**config.mk**
```make
export PLATFORM = sky130hd
export DESIGN_NAME = ireg_skew_array_flat
export DESIGN_NICKNAME = d
export VERILOG_FILES = /design/src/rtl/ireg_skew_if.sv /design/src/rtl/ireg_skew_array.sv /design/src/flat_wrapper.sv
export SDC_FILE = /design/constraint.sdc
export NUM_CORES = 1
export LEC_CHECK = 0
export CAP_MARGIN = 10
export CORE_MARGIN = 10
export CORE_UTILIZATION = 50
export CTS_BUF_LIST = sky130_fd_sc_hd__clkbuf_4
export DETAILED_ROUTE_END_ITERATION = 16
export DONT_BUFFER_PORTS = 1
export GPL_ROUTABILITY_DRIVEN = 1
export SETUP_SLACK_MARGIN = 0.3
export SLEW_MARGIN = 20
export SYNTH_ARGS = -nofsm -noshare
export SYNTH_HDL_FRONTEND = slang
export SYNTH_SLANG_ARGS = --single-unit
export TNS_END_PERCENT = 30
```
**constraint.sdc**
```tcl
create_clock -name clk -period 4.3 [get_ports clk]
set_clock_uncertainty 0.1 [all_clocks]
set_input_delay 0.86 -clock clk [delete_from_list [all_inputs] [get_ports clk]]
set_output_delay 0.86 -clock clk [all_outputs]
set_load 0.02 [all_outputs]
```
**src/rtl/ireg_skew_if.sv**
```systemverilog
// Handshake and data bundle between the activation feeder and ireg_skew_array.
// The feeder side uses the master modport, the skew register the slave modport.
interface ireg_skew_if #(
    parameter int WIDTH    = 16,
    parameter int CHANNELS = 4
);
    logic                      en;
    logic                      clr;
    logic                      i_valid;
    logic                      i_last;
    logic [CHANNELS*WIDTH-1:0] i_data;
    logic                      i_ready;
    logic [CHANNELS-1:0]       o_valid;
    logic [CHANNELS*WIDTH-1:0] o_data;
    logic                      o_busy;
    logic                      o_done;

    modport master (
        output en, clr, i_valid, i_last, i_data,
        input  i_ready, o_valid, o_data, o_busy, o_done
    );

    modport slave (
        input  en, clr, i_valid, i_last, i_data,
        output i_ready, o_valid, o_data, o_busy, o_done
    );
endinterface

```
**src/rtl/ireg_skew_array.sv**
```systemverilog
// West-edge skew register for the systolic array: channel c is delayed BASE_DEPTH+c enabled cycles.
// Optional macro IREG_SKEW_ZERO_FILL_EN: bubbles carry zero data instead of the sampled word.
//
// state | meaning
// IDLE  | no frame open, inputs accepted
// RUN   | frame open, inputs accepted
// DRAIN | last vector accepted, waiting for it to leave the last channel; inputs dropped
module ireg_skew_array #(
    parameter int WIDTH      = 16,
    parameter int CHANNELS   = 4,
    parameter int BASE_DEPTH = 1
) (
    input logic        clk,
    input logic        rst_n,
    ireg_skew_if.slave bus
);
    localparam int D  = BASE_DEPTH + CHANNELS - 1;
    localparam int CW = $clog2(D) + 1;
    localparam logic [CW-1:0] LOAD = CW'(D - 1);

    typedef enum logic [1:0] {
        IDLE  = 2'd0,
        RUN   = 2'd1,
        DRAIN = 2'd2
    } state_t;

    state_t          state_q, state_d;
    logic [CW-1:0]   cnt_q, cnt_d;
    logic            done_q, done_d;
    logic            ready;
    logic            accept;
    logic            stage0_vld;

    logic [CHANNELS-1:0]       o_valid_w;
    logic [CHANNELS*WIDTH-1:0] o_data_w;

    assign ready      = (state_q != DRAIN);
    assign stage0_vld = bus.i_valid & ready;
    assign accept     = bus.en & stage0_vld & ~bus.clr;

    for (genvar c = 0; c < CHANNELS; c++) begin : g_ch
        localparam int DEP = BASE_DEPTH + c;

        logic [DEP-1:0]   vld_q;
        logic [WIDTH-1:0] dat_q [DEP];
        logic [WIDTH-1:0] din;

`ifdef IREG_SKEW_ZERO_FILL_EN
        // A bubble enters as zero; later stages then stay zero for it automatically.
        assign din = stage0_vld ? bus.i_data[c*WIDTH +: WIDTH] : '0;
`else
        assign din = bus.i_data[c*WIDTH +: WIDTH];
`endif

        always_ff @(posedge clk or negedge rst_n) begin
            if (!rst_n) begin
                vld_q <= '0;
                for (int k = 0; k < DEP; k++) dat_q[k] <= '0;
            end else if (bus.clr) begin
                vld_q <= '0;
                for (int k = 0; k < DEP; k++) dat_q[k] <= '0;
            end else if (bus.en) begin
                vld_q[0] <= stage0_vld;
                dat_q[0] <= din;
                for (int k = 1; k < DEP; k++) begin
                    vld_q[k] <= vld_q[k-1];
                    dat_q[k] <= dat_q[k-1];
                end
            end
        end

        assign o_valid_w[c]                = vld_q[DEP-1];
        assign o_data_w[c*WIDTH +: WIDTH]  = dat_q[DEP-1];
    end

    always_comb begin
        state_d = state_q;
        cnt_d   = cnt_q;
        done_d  = 1'b0;
        if (bus.en) begin
            case (state_q)
                IDLE, RUN: begin
                    if (accept) begin
                        if (bus.i_last) begin
                            // With a single-register skew the last word is already out.
                            if (LOAD == '0) begin
                                state_d = IDLE;
                                done_d  = 1'b1;
                            end else begin
                                state_d = DRAIN;
                                cnt_d   = LOAD;
                            end
                        end else begin
                            state_d = RUN;
                        end
                    end
                end
                DRAIN: begin
                    if (cnt_q == CW'(1)) begin
                        state_d = IDLE;
                        cnt_d   = '0;
                        done_d  = 1'b1;
                    end else begin
                        cnt_d = cnt_q - CW'(1);
                    end
                end
                default: begin
                    state_d = IDLE;
                    cnt_d   = '0;
                end
            endcase
        end
    end

    // done_d is 0 on stalled edges, so o_done never stretches past one cycle.
    always_ff @(posedge clk or negedge rst_n) begin
        if (!rst_n) begin
            state_q <= IDLE;
            cnt_q   <= '0;
            done_q  <= 1'b0;
        end else if (bus.clr) begin
            state_q <= IDLE;
            cnt_q   <= '0;
            done_q  <= 1'b0;
        end else begin
            state_q <= state_d;
            cnt_q   <= cnt_d;
            done_q  <= done_d;
        end
    end

    assign bus.i_ready = ready;
    assign bus.o_busy  = (state_q != IDLE);
    assign bus.o_done  = done_q;
    assign bus.o_valid = o_valid_w;
    assign bus.o_data  = o_data_w;
endmodule

```
**src/flat_wrapper.sv**
```systemverilog
// flat-port wrapper written by rule: the top's interface ports become plain ports
module ireg_skew_array_flat 
#(
    parameter int WIDTH      = 16,
    parameter int CHANNELS   = 4,
    parameter int BASE_DEPTH = 1
)
  (clk, rst_n, bus_en, bus_clr, bus_i_valid, bus_i_last, bus_i_data, bus_i_ready, bus_o_valid, bus_o_data, bus_o_busy, bus_o_done);
  ireg_skew_if #(.WIDTH(WIDTH), .CHANNELS(CHANNELS)) bus_i ();
  input logic clk;
  input logic rst_n;
  input wire logic [$bits(bus_i.en)-1:0] bus_en;
  input wire logic [$bits(bus_i.clr)-1:0] bus_clr;
  input wire logic [$bits(bus_i.i_valid)-1:0] bus_i_valid;
  input wire logic [$bits(bus_i.i_last)-1:0] bus_i_last;
  input wire logic [$bits(bus_i.i_data)-1:0] bus_i_data;
  output wire logic [$bits(bus_i.i_ready)-1:0] bus_i_ready;
  output wire logic [$bits(bus_i.o_valid)-1:0] bus_o_valid;
  output wire logic [$bits(bus_i.o_data)-1:0] bus_o_data;
  output wire logic [$bits(bus_i.o_busy)-1:0] bus_o_busy;
  output wire logic [$bits(bus_i.o_done)-1:0] bus_o_done;
  assign bus_i.en = bus_en;
  assign bus_i.clr = bus_clr;
  assign bus_i.i_valid = bus_i_valid;
  assign bus_i.i_last = bus_i_last;
  assign bus_i.i_data = bus_i_data;
  assign bus_i_ready = bus_i.i_ready;
  assign bus_o_valid = bus_i.o_valid;
  assign bus_o_data = bus_i.o_data;
  assign bus_o_busy = bus_i.o_busy;
  assign bus_o_done = bus_i.o_done;
  ireg_skew_array #(.WIDTH(WIDTH), .CHANNELS(CHANNELS), .BASE_DEPTH(BASE_DEPTH)) u_core (.clk(clk), .rst_n(rst_n), .bus(bus_i));
endmodule
```
==> metrics.yaml, run 1 <==
detailed_routing:
  drtIter0Drc: 219
  drc_errors: 0
  vias: 3859
  vias_per_cell: 5.19
  wirelength_mm: 12.9
  ant_nets: 0
  firstDrtPassIters: 6
  detail_route.wl_per_cell_um: 17.3
clock_network:
  clock_sinks: 170
  cts_tree: "done"
  htreeDepth: 4
  root_buffer: "clkbuf_4"
  postCtsSetupBuffers: 0
  clk_latency_ns: 0.55
  postCtsResizedCells: 0
  clk_pin_slew_ns: 0.15
  cts_max_path_buffers: 2
  cts_buffers: 17
synthesis:
  syn_avg_cell_area_um2: 11.9
  syn_inst: 614
  synth_top_area_frac: 0.584
  syn-cell-area_um2: 7290
  synth_cell_types: 29
  yosys_most_used_dff: "dfrtp_1"
  syn-num-nets: 686
  synthTopCellsByArea: "dfrtp_1, mux2i_1, nor2_1"
  synthArstFlopShare: 1.00
  synth_edf_count: 0
  yosysWarnings: 0
  yosys_register_bits: 170
  ys_seq_area_frac: 0.584
  yosysTopAreaCell: "dfrtp_1"
grt:
  grt_pass1_wl_mm: 21.4
  grt_pass1_vias: 3968
  grt.total_usage: 0.133
  grt-ovfl-total: 0
  grt_max_degree: 172
  antenna_found_initial: 0
cells_and_area:
  layout.area.seq_um2: 4250
  diodes: 0
  syn2layout_area_growth_pct: -0.910
  final_util: 0.501
  nFillCells: 1302
  fin_nets: 618
  multiInputGateArea_um2: 2450
  drive_above_1_share: 0.0590
power_and_ir_drop:
  vdd_drop_max_uv: 218
  powerDensity_nw_per_um2: 379
  p_leak_uw: 0.00377
sta:
  setup_violations: 0
  slew_violations: 0
  setup_tns_ns: 0
  rsz0062_at_grt: "false"
  holdWs_ns: -0.114
  final-hold-violation-count: 170
  tightest_slew_ns: 0.541
  period_minus_slack_ns: 2.30
  fmax_ghz: 0.436
  period_share: 0.534
  max-slew-margin-rel: 0.639
floorplanning:
  initial_core_util: 0.505
  die_area_um2: 19800
  coreArea_um2: 14400
  rows: 44
  io_pins: 141
  die_w_um: 141
  fp.dieH_um: 141
worst_setup_path:
  critical_path_peak_fanout: 9
  setup.worst_path.start: "u_core.state_q[1]"
  crit_type: "reg -> out"
  r2r-start: "u_core.cnt_q[0]"
  crit_buf_inv: 0
  cpLargestDelayFamily: "flip-flops"
  path_cells: "or2_1"
  r2r-end: "u_core.cnt_q[2]"
  critPathRequiredTime_ns: 3.34
  cpPeakStageDelay_ns: 0.48
  cp.arrival_ns: 1.34
  crit_path_end_kind: "primary output"
  r2r_slack_ns: 2.51
  crit_slowest_cell: "dfrtp_1"
  r2r_cells: 5
  critPathLaunchType: "register"
run_status:
  status: "finished, violations left"
  violations: "hold timing"
hold_path:
  hold_class: "in -> async"
placement:
  io_buffers: 0
  dp_hpwl_mm: 7.95
  gp_congestion: 0.717
job:
  cap_violations: 0
## metal layers
| layer | global-route usage | wire length [µm] |
|---|---|---|
| met1 | 0.157 | 5380 |
| met2 | 0.199 | 5990 |
| met3 | 0.0715 | 1300 |
| met4 | 0.0543 | 192 |
| met5 | 0 | 0 |
## worst max-delay path by stage
| stage | endpoint | slack (ns) | depth (start not counted) |
|---|---|---|---|
| after detailed placement | u_core.cnt_q[2] | 2.35 | 3 |
| after CTS | bus_o_busy | 1.93 | 1 |
| final | bus_o_busy | 2.00 | 1 |
| after floorplan | u_core.cnt_q[2] | 2.32 | 4 |
| after global placement | u_core.cnt_q[2] | 2.39 | 3 |
| after global routing | bus_o_busy | 1.90 | 1 |
## metrics by stage
stage	area [µm²]	total power, µW	hold slack, ns	worst slack (ns)	std cells
final	7220	2740	-0.114	2.00	743
after global routing	7220	2880	-0.202	1.90	743
after CTS	7220	2780	-0.173	1.93	743
after detailed placement	6940	1880	0.408	2.35	711
after global placement	6940	1870	0.397	2.39	711
after floorplan	7290	1920	0.386	2.32	614
## registers in the layout, indices dropped and copies added, names as in the netlist
signal	flops
u_core.g_ch.dat_q	112
u_core.bus.o_data	48
u_core.bus.o_done	1
u_core.g_ch.vld_q	4
u_core.state_q	2
u_core.cnt_q	3
## synthesized netlist by cell type (2+ instances only)
| library cell | n |
|---|---|
| o21ai_0 | 2 |
| o21ai_1 | 3 |
| mux2i_1 | 163 |
| nor2_1 | 163 |
| a21oi_1 | 4 |
| buf_4 | 63 |
| nand2b_1 | 2 |
| buf_2 | 4 |
| clkbuf_1 | 15 |
| inv_1 | 2 |
| buf_1 | 4 |
| ha_1 | 2 |
| dfrtp_1 | 170 |
| nand3b_1 | 2 |
## layout make-up
class,instances,share of cell area
Clock buffer,17,0.0177
Tap cell,184,0.0319
Inverter,3,0.00156
Sequential cell,170,0.589
Multi-Input combinational cell,354,0.339
Clock inverter,15,0.0210
## where the power goes
group	switching [µW]	internal (µW)	total [µW]
registers	61.9	1660	1720
logic	46.0	79.1	125
clock network	549	346	895
## cells in the final DEF (no fill, tap or decap), types with 2 or more instances in the layout
cell / n
clkinv_2: 2
nand3b_1: 2
clkinv_4: 4
ha_1: 2
nor2_1: 163
clkbuf_4: 17
inv_1: 2
bufinv_16: 2
a21oi_1: 4
mux2i_1: 163
o21ai_1: 3
clkinv_1: 3
clkinvlp_4: 2
dfrtp_1: 170
o21ai_0: 2
nand2b_1: 2
## kinds of logic (layout without fill, tap and decap cells)
kind of cell	Yosys count	after routing	synth area share
muxes	163	163	0.224
adders and majority gates	2	2	0.00343
DFF	170	170	0.584
buffers and inverters	90	35	0.0805
and+or+nand+nor	175	175	0.0962
AOI/OAI and AO/OA	14	14	0.0122
(Power assumes the default switching activity.)
==> inputs of run 2 (changes only) <==
Settings changed: PLACE_DENSITY set to 0.68.
Clock period 4.3 ns to 2.1 ns, I/O delays scaled along.
==> run 2 against run 1 <==
Compared with the run above: the run now fails in clock tree synthesis; synthesized area unchanged; synthesized cell count stayed put.
==> metrics.yaml, run 2 <==
synthesis:
  yosys.area_share.simple: 0.0962
  ys_seq_area_frac: 0.584
  synth_cell_types: 29
  synthMuxAreaShare: 0.224
  syn_inst: 614
  syn-cell-area_um2: 7290
  synth_top_family_by_area: "multiplexers"
  yosys_register_bits: 170
  yosysWarnings: 0
  yosysMostFrequentCell: "dfrtp_1"
  synth-compound-area-share: 0.0122
  synthTopCellsByArea: "dfrtp_1, mux2i_1, nor2_1"
  syn-num-nets: 686
  synthArstFlopShare: 1.00
  synth_edf_count: 0
  yosysTopAreaCell: "dfrtp_1"
  synth_top_area_frac: 0.584
  syn_avg_cell_area_um2: 11.9
  synthXorXnorAreaFrac: 0
  synthAdderAreaFrac: 0.00343
  yosys-top-cells-count: "dfrtp_1, mux2i_1, nor2_1"
  yosys_most_used_dff: "dfrtp_1"
floorplanning:
  die_w_um: 141
  rows: 44
  io_pins: 141
  initial_core_util: 0.505
  fp.dieH_um: 141
run_status:
  haltStage: "clock tree synthesis"
  error: "[ERROR RSZ-0060] Max buffer count reached."
  status: "stopped before the end"
clock_network:
  cts_max_path_buffers: 2
  postCtsSetupBuffers: 4
  cts_buffers: 17
  root_buffer: "clkbuf_4"
  hold_buffers: 150
  postCtsResizedCells: 4
  htreeDepth: 4
  clock_sinks: 170
placement:
  io_buffers: 0
  dp_hpwl_mm: 7.94
  gp_congestion: 0.739
run 2: cell counts after synthesis:
No cell type changed its count.
run 2: cells by family after synthesis:
logic type                 after synthesis
adders and majority gates                2
and+or+nand+nor                        175
AOI/OAI and AO/OA                       14
DFF                                    170
buffers and inverters                   90
muxes                                  163
run 2: through the flow:
| stage | setup WS, ns | area [µm²] | hold slack (ns) | cells | util |
|---|---|---|---|---|---|
| floorplan | 0.436 | 7290 | 0.0244 | 614 | - |
| global placement | 0.404 | 6940 | 0.0298 | 711 | 0.481 |
| detailed placement | 0.333 | 6940 | 0.0296 | 711 | 0.481 |
==> inputs of run 3 (changes only) <==
Settings changed: CORE_UTILIZATION 50 to 35, CTS_BUF_LIST sky130_fd_sc_hd__clkbuf_4 to not set, PLACE_DENSITY 0.68 to not set, PLACE_DENSITY_LB_ADDON set to 0.15, SETUP_SLACK_MARGIN 0.3 to not set.
Clock period 2.1 ns to 2.73 ns, I/O delays scaled along.
==> run 3 against run 2 <==
Compared with the run above: the flow now finishes, with violations (hold timing).
==> metrics.yaml, run 3 (synthesized netlist as in run 1, its figures left out) <==
cells_and_area:
  drive_above_1_share: 0.0626
  diodes: 0
  top_register: "u_core.g_ch.dat_q"
  nFillCells: 1997
  mostFrequentLayoutCell: "dfrtp_1"
  fin_nets: 618
  syn2layout_area_growth_pct: 4.65
  final_util: 0.374
  final_cell_area_um2: 7630
  largest_reg_flops: 112
  final_cell_mix: "dfrtp_1, mux2i_1, nor2_1, clkbuf_16"
sta:
  tightest_slew_ns: 0.415
  holdWs_ns: -0.276
  setup_violations: 0
  max-slew-margin-rel: 0.723
  fmax_ghz: 0.543
  rsz0062_at_grt: "false"
  slew_violations: 0
  final-hold-violation-count: 170
  period_minus_slack_ns: 1.84
  setup_tns_ns: 0
  period_share: 0.675
worst_setup_path:
  cp.arrival_ns: 1.20
  r2r-start: "u_core.cnt_q[0]"
  r2r-end: "u_core.cnt_q[2]"
  cp-endpoint: "bus_o_busy"
  crit_buf_inv: 0
  critical_path_peak_fanout: 7
  r2r_cells: 5
  r2r_slack_ns: 0.95
  crit_slowest_cell: "dfrtp_1"
  crit_type: "reg -> out"
  critPathLaunchType: "register"
  critPathRequiredTime_ns: 2.08
  setup.worst_path.start: "u_core.state_q[0]"
  cpPeakStageDelay_ns: 0.45
  path_cells: "or2_1"
  crit_cells: 1
  cpLargestDelayFamily: "flip-flops"
  crit_path_end_kind: "primary output"
clock_network:
  postCtsResizedCells: 0
  clk_latency_ns: 0.41
  cts_tree: "done"
  clk_pin_slew_ns: 0.07
  htreeDepth: 4
  root_buffer: "clkbuf_16"
  cts_max_path_buffers: 2
  cts_buffers: 17
  clock_sinks: 170
placement:
  io_buffers: 0
  place_area_um2: 7050
  gp_congestion: 0.688
  dp_hpwl_mm: 8.38
grt:
  grt_pass1_wl_mm: 23.0
  grt_max_degree: 172
  grt.total_usage: 0.107
  grt-ovfl-total: 0
  antenna_found_initial: 0
  grt_pass1_vias: 4102
power_and_ir_drop:
  clock_power_share: 0.448
  powerDensity_nw_per_um2: 689
  p_switching_uw: 1210
  switching_share: 0.231
  p_int_uw: 4040
  power_frac_comb: 0.037
  vdd_drop_max_uv: 363
  p_leak_uw: 0.00390
  p_seq_frac: 0.515
detailed_routing:
  wirelength_mm: 13.9
  detail_route.wl_per_cell_um: 16.7
  vias_per_cell: 4.70
  drtIter0Drc: 324
  vias: 3896
  firstDrtPassIters: 4
  drc_errors: 0
  ant_nets: 0
floorplanning:
  die_w_um: 164
  die_area_um2: 27000
  coreArea_um2: 20400
  rows: 52
  io_pins: 141
  initial_core_util: 0.358
  fp.dieH_um: 164
job:
  cap_violations: 0
run_status:
  violations: "hold timing"
  status: "finished, violations left"
hold_path:
  hold_class: "in -> async"
-- run 3: power groups by stage --
stage | Clock, µW | Sequential (µW) | Combinational, µW
global route | 2560 | 2720 | 222
global placement | 0 | 2760 | 187
floorplan | 0 | 2720 | 315
finish | 2350 | 2710 | 194
detailed placement | 0 | 2760 | 196
CTS | 2450 | 2710 | 196
-- run 3: layout make-up --
| class | count | area [µm²] | share of cell area |
|---|---|---|---|
| clock buffers | 19 | 443 | 0.0581 |
| clock inverters | 13 | 134 | 0.0176 |
| inverters | 3 | 11.3 | 0.00148 |
| multi-input cells | 354 | 2450 | 0.321 |
| flip-flops and latches | 170 | 4250 | 0.558 |
| well taps | 270 | 338 | 0.0443 |
-- run 3: worst min-delay path by stage --
| stage | to | slack [ns] | depth (start not counted) |
|---|---|---|---|
| 2_1_floorplan | u_core.bus.o_data[16] | 0.15 | 0 |
| 3_5_place_dp | u_core.bus.o_data[21] | 0.16 | 0 |
| 3_3_place_gp | u_core.bus.o_data[21] | 0.16 | 0 |
| 4_1_cts | u_core.bus.o_data[21] | -0.31 | 0 |
| 5_1_grt | u_core.g_ch[1].dat_q[25] | -0.32 | 0 |
| 6_report | u_core.bus.o_data[21] | -0.28 | 0 |
-- run 3: per-stage QoR --
step | power, µW | cells | setup WS [ns]
floorplan | 3030 | 614 | 1.06
global route | 5510 | 829 | 0.811
CTS | 5360 | 829 | 0.857
global placement | 2940 | 797 | 1.04
detailed placement | 2960 | 797 | 0.969
finish | 5260 | 829 | 0.888
-- run 3: repair_timing --
item                                   in CTS  in global routing
setup endpoints to repair                   0                  0
endpoints found under the hold margin     170                170
setup buffers                               0                  0
-- run 3: layer usage --
metal,vias to the layer above,share of wire,wire (µm),track usage
met5,-,0,0,0
met4,0,0.010,140,0.0353
met3,8,0.10,1440,0.0568
met2,101,0.44,6160,0.151
met1,1930,0.44,6130,0.137
li1,1857,-,-,-
